===== src/rtl/pc_seq_pkg.sv =====
// Shared types and default constants for the PC sequencer.
// Latency: n/a (declarations only).
// Backpressure: n/a.
package pc_seq_pkg;

    // Sequencer mode: normal fetch or executing the interrupt handler.
    typedef enum logic {
        ST_RUN = 1'b0,
        ST_ISR = 1'b1
    } state_t;

    localparam logic [31:0] DEF_RESET_VEC = 32'h0000_0000;
    localparam int unsigned DEF_INC       = 4;

endpackage


===== src/rtl/pc_sequencer.sv =====
// Fetch PC sequencer: sequential step, branch/jump redirect, single-level interrupt trap and mret.
// Latency: redirect/trap/mret visible on pc one cycle after the update cycle.
// Backpressure: stall=1 or fetch_ready=0 freezes pc/epc/state; only the irq pending latch may still set.
//
// Ports:
//   clk, rst                 clock, synchronous active-high reset
//   stall, fetch_ready       an update cycle needs stall=0 and fetch_ready=1
//   pc_valid, pc             fetch request and its address (registered)
//   br_en, br_taken, jmp_en  redirect requests, target is the redirect address
//   irq, isr_addr            level interrupt and handler entry address
//   mret, epc, in_isr        handler return, saved return address, handler-active flag
//   misalign_err             one-cycle pulse on a misaligned taken redirect
//
// Optional feature: define PC_SEQ_MISALIGN_CHECK_EN to trap misaligned redirect targets.
module pc_sequencer
    import pc_seq_pkg::*;
#(
    parameter int unsigned     XLEN      = 32,
    parameter logic [XLEN-1:0] RESET_VEC = XLEN'(DEF_RESET_VEC),
    parameter int unsigned     INC       = DEF_INC
) (
    input  logic            clk,
    input  logic            rst,
    input  logic            stall,
    input  logic            fetch_ready,
    output logic            pc_valid,
    output logic [XLEN-1:0] pc,
    input  logic            br_en,
    input  logic            br_taken,
    input  logic            jmp_en,
    input  logic [XLEN-1:0] target,
    input  logic            irq,
    input  logic [XLEN-1:0] isr_addr,
    input  logic            mret,
    output logic [XLEN-1:0] epc,
    output logic            in_isr,
    output logic            misalign_err
);

    state_t          r_state,   w_state_nxt;
    logic [XLEN-1:0] r_pc,      w_pc_nxt;
    logic [XLEN-1:0] r_epc,     w_epc_nxt;
    logic            r_pend,    w_pend_nxt;
    logic            r_mis,     w_mis_nxt;
    logic [1:0]      r_vcnt;

    logic            w_update;
    logic            w_redir;
    logic            w_misal;
    logic            w_trap;
    logic [XLEN-1:0] w_pc_inc;

    assign w_update = ~stall & fetch_ready;
    assign w_redir  = jmp_en | (br_en & br_taken);
    // Plain XLEN-bit add: carry out is dropped, so the step wraps at 2^XLEN.
    assign w_pc_inc = r_pc + XLEN'(INC);
    assign w_trap   = (r_state == ST_RUN) && (r_pend || irq);

`ifdef PC_SEQ_MISALIGN_CHECK_EN
    // INC is a power of two, so INC-1 masks exactly the low log2(INC) bits.
    assign w_misal = w_redir && ((target & XLEN'(INC - 1)) != '0);
`else
    assign w_misal = 1'b0;
`endif

    always_comb begin
        w_state_nxt = r_state;
        w_pc_nxt    = r_pc;
        w_epc_nxt   = r_epc;
        w_pend_nxt  = r_pend;
        w_mis_nxt   = 1'b0;

        if (w_update) begin
            if (w_trap) begin
                // Return lands where this cycle's instruction would have gone.
                w_epc_nxt   = w_redir ? target : w_pc_inc;
                w_pc_nxt    = isr_addr;
                w_state_nxt = ST_ISR;
                w_pend_nxt  = 1'b0;
            end else if ((r_state == ST_ISR) && mret) begin
                w_pc_nxt    = r_epc;
                w_state_nxt = ST_RUN;
            end else if (w_misal) begin
                w_mis_nxt = 1'b1;
                if (r_state == ST_RUN) begin
                    w_epc_nxt   = r_pc;
                    w_pc_nxt    = isr_addr;
                    w_state_nxt = ST_ISR;
                end else begin
                    // No nesting: inside the handler the bad redirect is dropped.
                    w_pc_nxt = w_pc_inc;
                end
            end else if (w_redir) begin
                w_pc_nxt = target;
            end else begin
                w_pc_nxt = w_pc_inc;
            end
        end else if ((r_state == ST_RUN) && irq) begin
            // Remember an interrupt that arrives while fetch is held off.
            w_pend_nxt = 1'b1;
        end
    end

    always_ff @(posedge clk) begin
        if (rst) begin
            r_state <= ST_RUN;
            r_pc    <= RESET_VEC;
            r_epc   <= '0;
            r_pend  <= 1'b0;
            r_mis   <= 1'b0;
            r_vcnt  <= 2'd0;
        end else begin
            r_state <= w_state_nxt;
            r_pc    <= w_pc_nxt;
            r_epc   <= w_epc_nxt;
            r_pend  <= w_pend_nxt;
            r_mis   <= w_mis_nxt;
            // Counts the two post-reset cycles during which pc is not yet valid.
            if (r_vcnt != 2'd2) begin
                r_vcnt <= r_vcnt + 2'd1;
            end
        end
    end

    assign pc           = r_pc;
    assign epc          = r_epc;
    assign in_isr       = (r_state == ST_ISR);
    assign pc_valid     = (r_vcnt == 2'd2);
    assign misalign_err = r_mis;

endmodule


===== config.mk =====
export PLATFORM = sky130hd
export DESIGN_NAME = pc_sequencer
export DESIGN_NICKNAME = d
export VERILOG_FILES = /design/src/rtl/pc_seq_pkg.sv /design/src/rtl/pc_sequencer.sv
export SDC_FILE = /design/constraint.sdc
export NUM_CORES = 1
export LEC_CHECK = 0
export ABC_AREA = 1
export CAP_MARGIN = 20
export CORE_ASPECT_RATIO = 2
export CORE_MARGIN = 5
export CORE_UTILIZATION = 43
export DETAILED_ROUTE_END_ITERATION = 8
export PLACE_DENSITY = 0.76
export SKIP_CTS_REPAIR_TIMING = 1
export SLEW_MARGIN = 20
export SYNTH_ARGS = -nofsm -noshare
export SYNTH_HDL_FRONTEND = slang
export SYNTH_SLANG_ARGS = --single-unit

===== constraint.sdc =====
create_clock -name clk -period 1.6 [get_ports clk]
set_clock_uncertainty 0.1 [all_clocks]
set_input_delay 0.32 -clock clk [delete_from_list [all_inputs] [get_ports clk]]
set_output_delay 0.32 -clock clk [all_outputs]
set_load 0.01 [all_outputs]

# After elaboration in Yosys (flattened, before gate mapping)
# Cells that the tools add are included.
# totals
regBits	68
input_bits	73
# classes
add_sub_neg	2
eq_ne	3
n_mux	8
bitwise	5
n_reduce_logical	9
# op_table
op	n
$mux W32	3
$add A32 B3 Y32 const B	1
$reduce_and A2 Y1	3
$mux W1	5
$reduce_bool A2 Y1	2
$logic_and A1 B1 Y1	3
$add A2 B1 Y2 const B	1
$and A1 B1 Y1	2
$eq A2 B2 Y1 const B	1
$ne A2 B1 Y1 const B	1
$ne A2 B2 Y1 const B	1
$not A1 Y1	2
$logic_or A1 B1 Y1	1
$or A1 B1 Y1	1

# Longest topological paths before layout
# Gate-level depths: netlist (run 1).
# depth
word_depth	5
mapped_depth	11

# Worst setup path after synthesis (run 1)
# Ideal clock, no wire load.
# synth_timing
kind	reg2reg
startpoint	reg r_pc[2] (netlist: pc[2])
endpoint	reg r_pc[18] (netlist: pc[18])
setup_time_ns	0.129
arrival_ns	1.434
required_time_ns	1.371
slack_ns	-0.063
stages_incl_launch_ff	11
n_path_buf	0
synth_period_minus_slack_ns	1.663
cell_sequence	dfxtp_1 > ha_1 > nand2_2 > nor2_8 > nand2_4 > nor2_4 > nand2_1 > nand3_1 > nand3_1 > a21oi_1 > nor2_1
# synth_via
elab_chain_len	4
# synth_lines
item	line	rtl
start, declared	pc_sequencer.sv:41	logic [XLEN-1:0] r_pc, w_pc_nxt;
start signal, assigned	pc_sequencer.sv:114	r_pc <= w_pc_nxt;
$add A32 B3 Y32	pc_sequencer.sv:56	assign w_pc_inc = r_pc + XLEN'(INC);
$mux W32	pc_sequencer.sv:93	end else if (w_redir) begin
$mux W32	pc_sequencer.sv:80	end else if ((r_state == ST_ISR) && mret) begin
$mux W32	pc_sequencer.sv:74	if (w_trap) begin
# No other way between the ends.
# A chain may end at the register's enable or synchronous reset.

# Final worst setup path (run 1)
# layout_timing
startpoint	reg r_pc[6] (netlist: pc[6])
endpoint	reg r_pc[26] (netlist: pc[26])
# Same word-level chain as after synthesis.

==> report_table.html, run 1 <==
<table>
<tr><th>Metric</th><th>Value</th></tr>
<tr><th colspan="2">Outcome</th></tr>
<tr><td>Status</td><td>finished, violations left</td></tr>
<tr><td>Violated checks</td><td>setup timing</td></tr>
<tr><th colspan="2">Route</th></tr>
<tr><td>Residual DRC</td><td>0</td></tr>
<tr><td>Highest layer used for signal routing</td><td>met4</td></tr>
<tr><td>Average wire length per cell after detail routing</td><td>18.7 um</td></tr>
<tr><td>Total length of routed wires</td><td>a little over 20,000 um</td></tr>
<tr><td>First-pass DRT Iterations</td><td>6</td></tr>
<tr><td>Met3 wirelength from detailed routing</td><td>approximately 1100 um</td></tr>
<tr><td>Via/cell ratio</td><td>5.44</td></tr>
<tr><td>Remaining antenna violation count after routing</td><td>0</td></tr>
<tr><td>Routed wire length on met2</td><td>around 11,000 um</td></tr>
<tr><td>M1 WL</td><td>about 6700 um</td></tr>
<tr><td>Vias</td><td>5,937</td></tr>
<tr><td>Initial DRC count</td><td>355</td></tr>
<tr><th colspan="2">Timing</th></tr>
<tr><td>Final-report hold violation count</td><td>0</td></tr>
<tr><td>Endpoints failing setup</td><td>57</td></tr>
<tr><td>Worst Setup Slack, final</td><td>-311 ps</td></tr>
<tr><td>Count of pins over their slew limit</td><td>0</td></tr>
<tr><td>Tmin final</td><td>1910 ps</td></tr>
<tr><td>Setup repair after global routing missed its margin</td><td>true</td></tr>
<tr><td>Final worst path period share</td><td>119%</td></tr>
<tr><td>Fmax achieved</td><td>0.523 GHz</td></tr>
<tr><td>Setup TNS</td><td>-9590 ps</td></tr>
<tr><th colspan="2">Critical path</th></tr>
<tr><td>Buffering stage count on the worst path with inverters included</td><td>1</td></tr>
<tr><td>Slowest cell on the critical path</td><td>sky130_fd_sc_hd__dfxtp_1</td></tr>
<tr><td>Crit path arrival time</td><td>2090 ps</td></tr>
<tr><td>Crit Path Category</td><td>reg -&gt; reg</td></tr>
<tr><td>Startpoint kind of the worst setup timing path</td><td>flip-flop</td></tr>
<tr><td>CP peak stage delay</td><td>380 ps</td></tr>
<tr><td>Kind of end point of the critical path</td><td>flip-flop</td></tr>
<tr><td>Max FO, Critical Path</td><td>5</td></tr>
<tr><td>Top delay family on crit path</td><td>simple AND/OR/NAND/NOR gates</td></tr>
<tr><td>Sequence of cells on the critical path</td><td>nand2_1 -&gt; nor2_2 -&gt; nand2_8 -&gt; buf_6 -&gt; nor2_4 -&gt; nand2_1 -&gt; nand2_1 -&gt; nand3_2 -&gt; nand3_2 -&gt; nand2_2 -&gt; a21oi_2</td></tr>
<tr><td>Data required time at the worst endpoint</td><td>1780 ps</td></tr>
<tr><td>Most numerous cell on the critical path</td><td>sky130_fd_sc_hd__nand2_1</td></tr>
<tr><th colspan="2">Yosys</th></tr>
<tr><td>Largest family of logic cells by synthesized area</td><td>simple AND/OR/NAND/NOR gates</td></tr>
<tr><td>Count of unique library cells instantiated by Yosys</td><td>33</td></tr>
<tr><td>Synth warn</td><td>0</td></tr>
<tr><td>Synth Area in Simple Gates</td><td>33.6%</td></tr>
<tr><td>Synthesized-area fraction occupied by adder cells</td><td>0.556%</td></tr>
<tr><td>Post-synthesis average cell area</td><td>6.34 um2</td></tr>
<tr><td>Sequential area share after synthesis</td><td>30.2%</td></tr>
<tr><td>Synthesized flop and latch total</td><td>68</td></tr>
<tr><td>Post-synthesis mux area share</td><td>0.667%</td></tr>
<tr><td>Post-synthesis cell area</td><td>4500 um2</td></tr>
<tr><td>Compound-cell area share of the yosys netlist</td><td>20.8%</td></tr>
<tr><td>Post-Syn Instances</td><td>710</td></tr>
<tr><td>Synth Area in XOR/XNOR</td><td>0.778%</td></tr>
<tr><td>Syn_nets</td><td>785</td></tr>
<tr><th colspan="2">CTS</th></tr>
<tr><td>Clock transition at the register clock pins on the worst setup and hold paths after CTS</td><td>60 ps</td></tr>
<tr><td>CTS max path bufs</td><td>2</td></tr>
<tr><td>Root cell of the clock tree</td><td>sky130_fd_sc_hd__clkbuf_16</td></tr>
<tr><td>Clock tree from TritonCTS</td><td>done</td></tr>
<tr><td>Insertion delay to the later sink of the worst-skew pair</td><td>340 ps</td></tr>
<tr><td>Number of buffers added by the clock tree synthesis step</td><td>9</td></tr>
<tr><td>Maximum level of the CTS H-tree</td><td>3</td></tr>
<tr><td>Sinks on the clock net</td><td>68</td></tr>
<tr><th colspan="2">GRT</th></tr>
<tr><td>Vias in the first global route</td><td>5,611</td></tr>
<tr><td>Global-route usage over all layers</td><td>28.8%</td></tr>
<tr><td>Pin count of the biggest net entering global routing</td><td>37</td></tr>
<tr><td>Number of antenna violations at the first check in global routing</td><td>0</td></tr>
<tr><td>Wire length of the first global-routing pass</td><td>27,800 um</td></tr>
<tr><td>Sum of overflow across all layers after global routing</td><td>0</td></tr>
<tr><th colspan="2">Die</th></tr>
<tr><td>X dimension of the die</td><td>just over 80 um</td></tr>
<tr><td># rows</td><td>53</td></tr>
<tr><td>I/O pin total</td><td>140</td></tr>
<tr><td>Die Footprint</td><td>between 10,000 and 15,000 um2</td></tr>
<tr><td>Core region area</td><td>10,400 um2</td></tr>
<tr><td>Floorplan die height</td><td>155 um</td></tr>
<tr><td>Initial core utilization</td><td>43.3%</td></tr>
<tr><th colspan="2">Power</th></tr>
<tr><td>Leakage dissipation</td><td>roughly 4.6 nW</td></tr>
<tr><td>Worst IR Drop VDD</td><td>between 0.6 and 0.7 mV</td></tr>
<tr><td>Pwr per Cell Area</td><td>687 nW/um2</td></tr>
<tr><th colspan="2">Final layout</th></tr>
<tr><td>Final cell count without fillers</td><td>approximately 1,100</td></tr>
<tr><td>Growth of design area from synthesis to finish</td><td>77.7%</td></tr>
<tr><td>Register Area</td><td>1400 um2</td></tr>
<tr><td>Fill cell count</td><td>759</td></tr>
<tr><td>Layout cell share with drive strength beyond 1</td><td>31.2%</td></tr>
<tr><td>Post-layout nets</td><td>between 1,000 and 1,500</td></tr>
<tr><td>Number of antenna cells inserted</td><td>0</td></tr>
<tr><td>Footprint of the multi-input gates</td><td>2950 um2</td></tr>
<tr><th colspan="2">Place</th></tr>
<tr><td>Global placer's final weighted congestion</td><td>around 0.94</td></tr>
<tr><td>Number of input and output port buffers inserted</td><td>roughly 140</td></tr>
<tr><td>Count of placed standard cells including taps</td><td>1,057</td></tr>
<tr><td>Half-perimeter wire length of the detailed placement result</td><td>~14,000 um</td></tr>
<tr><th colspan="2">Run</th></tr>
<tr><td>Number of violations of the max-capacitance limit</td><td>0</td></tr>
<tr><th colspan="2">Worst hold path</th></tr>
<tr><td>Worst min-delay path class</td><td>in -&gt; reg</td></tr>
</table>
==> area by class of cell <==
class | instances | share of cell area, %
multi-input combinational | 499 | 36.9
tap | 137 | 2.14
clock buffer | 9 | 2.81
timing repair buffer | 263 | 34.5
clock inverter | 7 | 0.938
inverter | 109 | 5.20
sequential | 68 | 17.5
==> flip-flops by register name (all words and copies together) (netlist names) <==
register	cells
epc	32
pc	32
r_pend	1
in_isr	1
r_vcnt	2
==> cells in the mapped netlist <==
master	n	area [um2]
sky130_fd_sc_hd__conb_1	1	3.75
sky130_fd_sc_hd__o21ai_2	1	8.76
sky130_fd_sc_hd__nand2_4	3	33.8
sky130_fd_sc_hd__buf_4	5	37.5
sky130_fd_sc_hd__clkbuf_1	11	41.3
sky130_fd_sc_hd__inv_4	1	6.26
sky130_fd_sc_hd__nand3_2	9	90.1
sky130_fd_sc_hd__nand3_1	55	275
sky130_fd_sc_hd__nand2_2	5	31.3
sky130_fd_sc_hd__buf_1	2	7.51
sky130_fd_sc_hd__mux2i_1	3	30.0
sky130_fd_sc_hd__a221oi_1	1	8.76
sky130_fd_sc_hd__inv_2	5	18.8
sky130_fd_sc_hd__nor2_2	5	31.3
sky130_fd_sc_hd__or2_2	3	18.8
sky130_fd_sc_hd__a22o_1	1	8.76
sky130_fd_sc_hd__a31oi_1	5	31.3
sky130_fd_sc_hd__buf_2	12	60.1
sky130_fd_sc_hd__a21oi_2	10	87.6
sky130_fd_sc_hd__nor2_1	77	289
sky130_fd_sc_hd__xor2_1	4	35.0
sky130_fd_sc_hd__dfxtp_1	68	1360
sky130_fd_sc_hd__o21ai_0	57	285
sky130_fd_sc_hd__o211ai_1	29	218
sky130_fd_sc_hd__nor2_8	2	40.0
sky130_fd_sc_hd__nand2_1	163	612
sky130_fd_sc_hd__nor2_4	8	90.1
sky130_fd_sc_hd__a21oi_4	1	16.3
sky130_fd_sc_hd__buf_6	4	45.0
sky130_fd_sc_hd__o21ai_1	9	45.0
sky130_fd_sc_hd__inv_1	103	387
sky130_fd_sc_hd__a21oi_1	45	225
sky130_fd_sc_hd__ha_1	2	25.0
==> worst register-to-register path, cell delays in order (launching register included) <==
cell and delay [ps]:
sky130_fd_sc_hd__dfxtp_1 380, sky130_fd_sc_hd__nand2_1 110, sky130_fd_sc_hd__nor2_2 260, sky130_fd_sc_hd__nand2_8 110, sky130_fd_sc_hd__buf_6 140, sky130_fd_sc_hd__nor2_4 150, sky130_fd_sc_hd__nand2_1 70, sky130_fd_sc_hd__nand2_1 70
sky130_fd_sc_hd__nand3_2 140, sky130_fd_sc_hd__nand3_2 100, sky130_fd_sc_hd__nand2_2 80, sky130_fd_sc_hd__a21oi_2 130
==> metal layers <==
layer,up-vias,global-route usage (%)
met5,-,0
met4,0,19.2
li1,2764,-
met2,284,53.1
met1,2788,27.9
met3,101,4.14
==> cells in the final DEF, fill, tap and decap left out, types with 29 or more instances in the layout <==
cell type,count
sky130_fd_sc_hd__a21oi_1,36
sky130_fd_sc_hd__buf_4,98
sky130_fd_sc_hd__clkdlybuf4s50_1,66
sky130_fd_sc_hd__dfxtp_1,47
sky130_fd_sc_hd__dlymetal6s2s_1,70
sky130_fd_sc_hd__inv_1,101
sky130_fd_sc_hd__nand2_1,140
sky130_fd_sc_hd__nand3_1,29
sky130_fd_sc_hd__nand3_2,31
sky130_fd_sc_hd__nor2_1,66
sky130_fd_sc_hd__o211ai_1,29
sky130_fd_sc_hd__o21ai_0,39
==> path summary, 6_finish.rpt <==
check                 startpoint             endpoint  slack [ps]  depth (start not counted)
max           pc[6]$_SDFFE_PP0P_  pc[26]$_SDFFE_PP0P_        -310                         11
min reg2reg  r_pend$_SDFFE_PP0P_  r_pend$_SDFFE_PP0P_         400                          2
min                          rst   pc[2]$_SDFFE_PP0P_         310                          3
max reg2reg   pc[6]$_SDFFE_PP0P_  pc[26]$_SDFFE_PP0P_        -310                         11
==> cells by family (layout without fill, tap and decap cells) <==
family / after synthesis / after routing
flops: 68 / 68
other cells: 1 / 1
simple gates: 330 / 330
mux: 3 / 3
compound gates: 159 / 159
xor+xnor: 4 / 4
fa+ha+maj: 2 / 2
buf+inv: 143 / 388
==> power by group <==
part           switching (mW)  internal [mW]  total [mW]
combinational           0.747          0.758        1.51
clock                   0.840           1.22        2.06
sequential              0.114           1.82        1.94
total                    1.70           3.80        5.50
==> metrics by stage <==
stage	total power [mW]	instance area [um2]	hold slack (ps)	util, %	setup slack, ps
6_report	5.50	8010	308	76.9	-311
2_1_floorplan	2.55	4510	354	-	4.13
5_1_grt	5.73	8010	317	76.9	-391
3_5_place_dp	3.31	6800	388	65.3	-460
4_1_cts	5.33	7100	303	68.2	-444
3_3_place_gp	3.28	6800	367	65.3	-392
Power figures use the tool's default switching activity.
==> run 2: changes to the inputs <==
--- a/config.mk
+++ b/config.mk
@@ -10,6 +10,7 @@
 export CORE_ASPECT_RATIO = 2
 export CORE_MARGIN = 5
 export CORE_UTILIZATION = 43
+export CTS_BUF_LIST = sky130_fd_sc_hd__clkbuf_8 sky130_fd_sc_hd__clkbuf_16
 export DETAILED_ROUTE_END_ITERATION = 8
 export PLACE_DENSITY = 0.76
 export SKIP_CTS_REPAIR_TIMING = 1
==> results of run 2 <==
No change in the layout: final DEF, timing and power equal those of run 1.
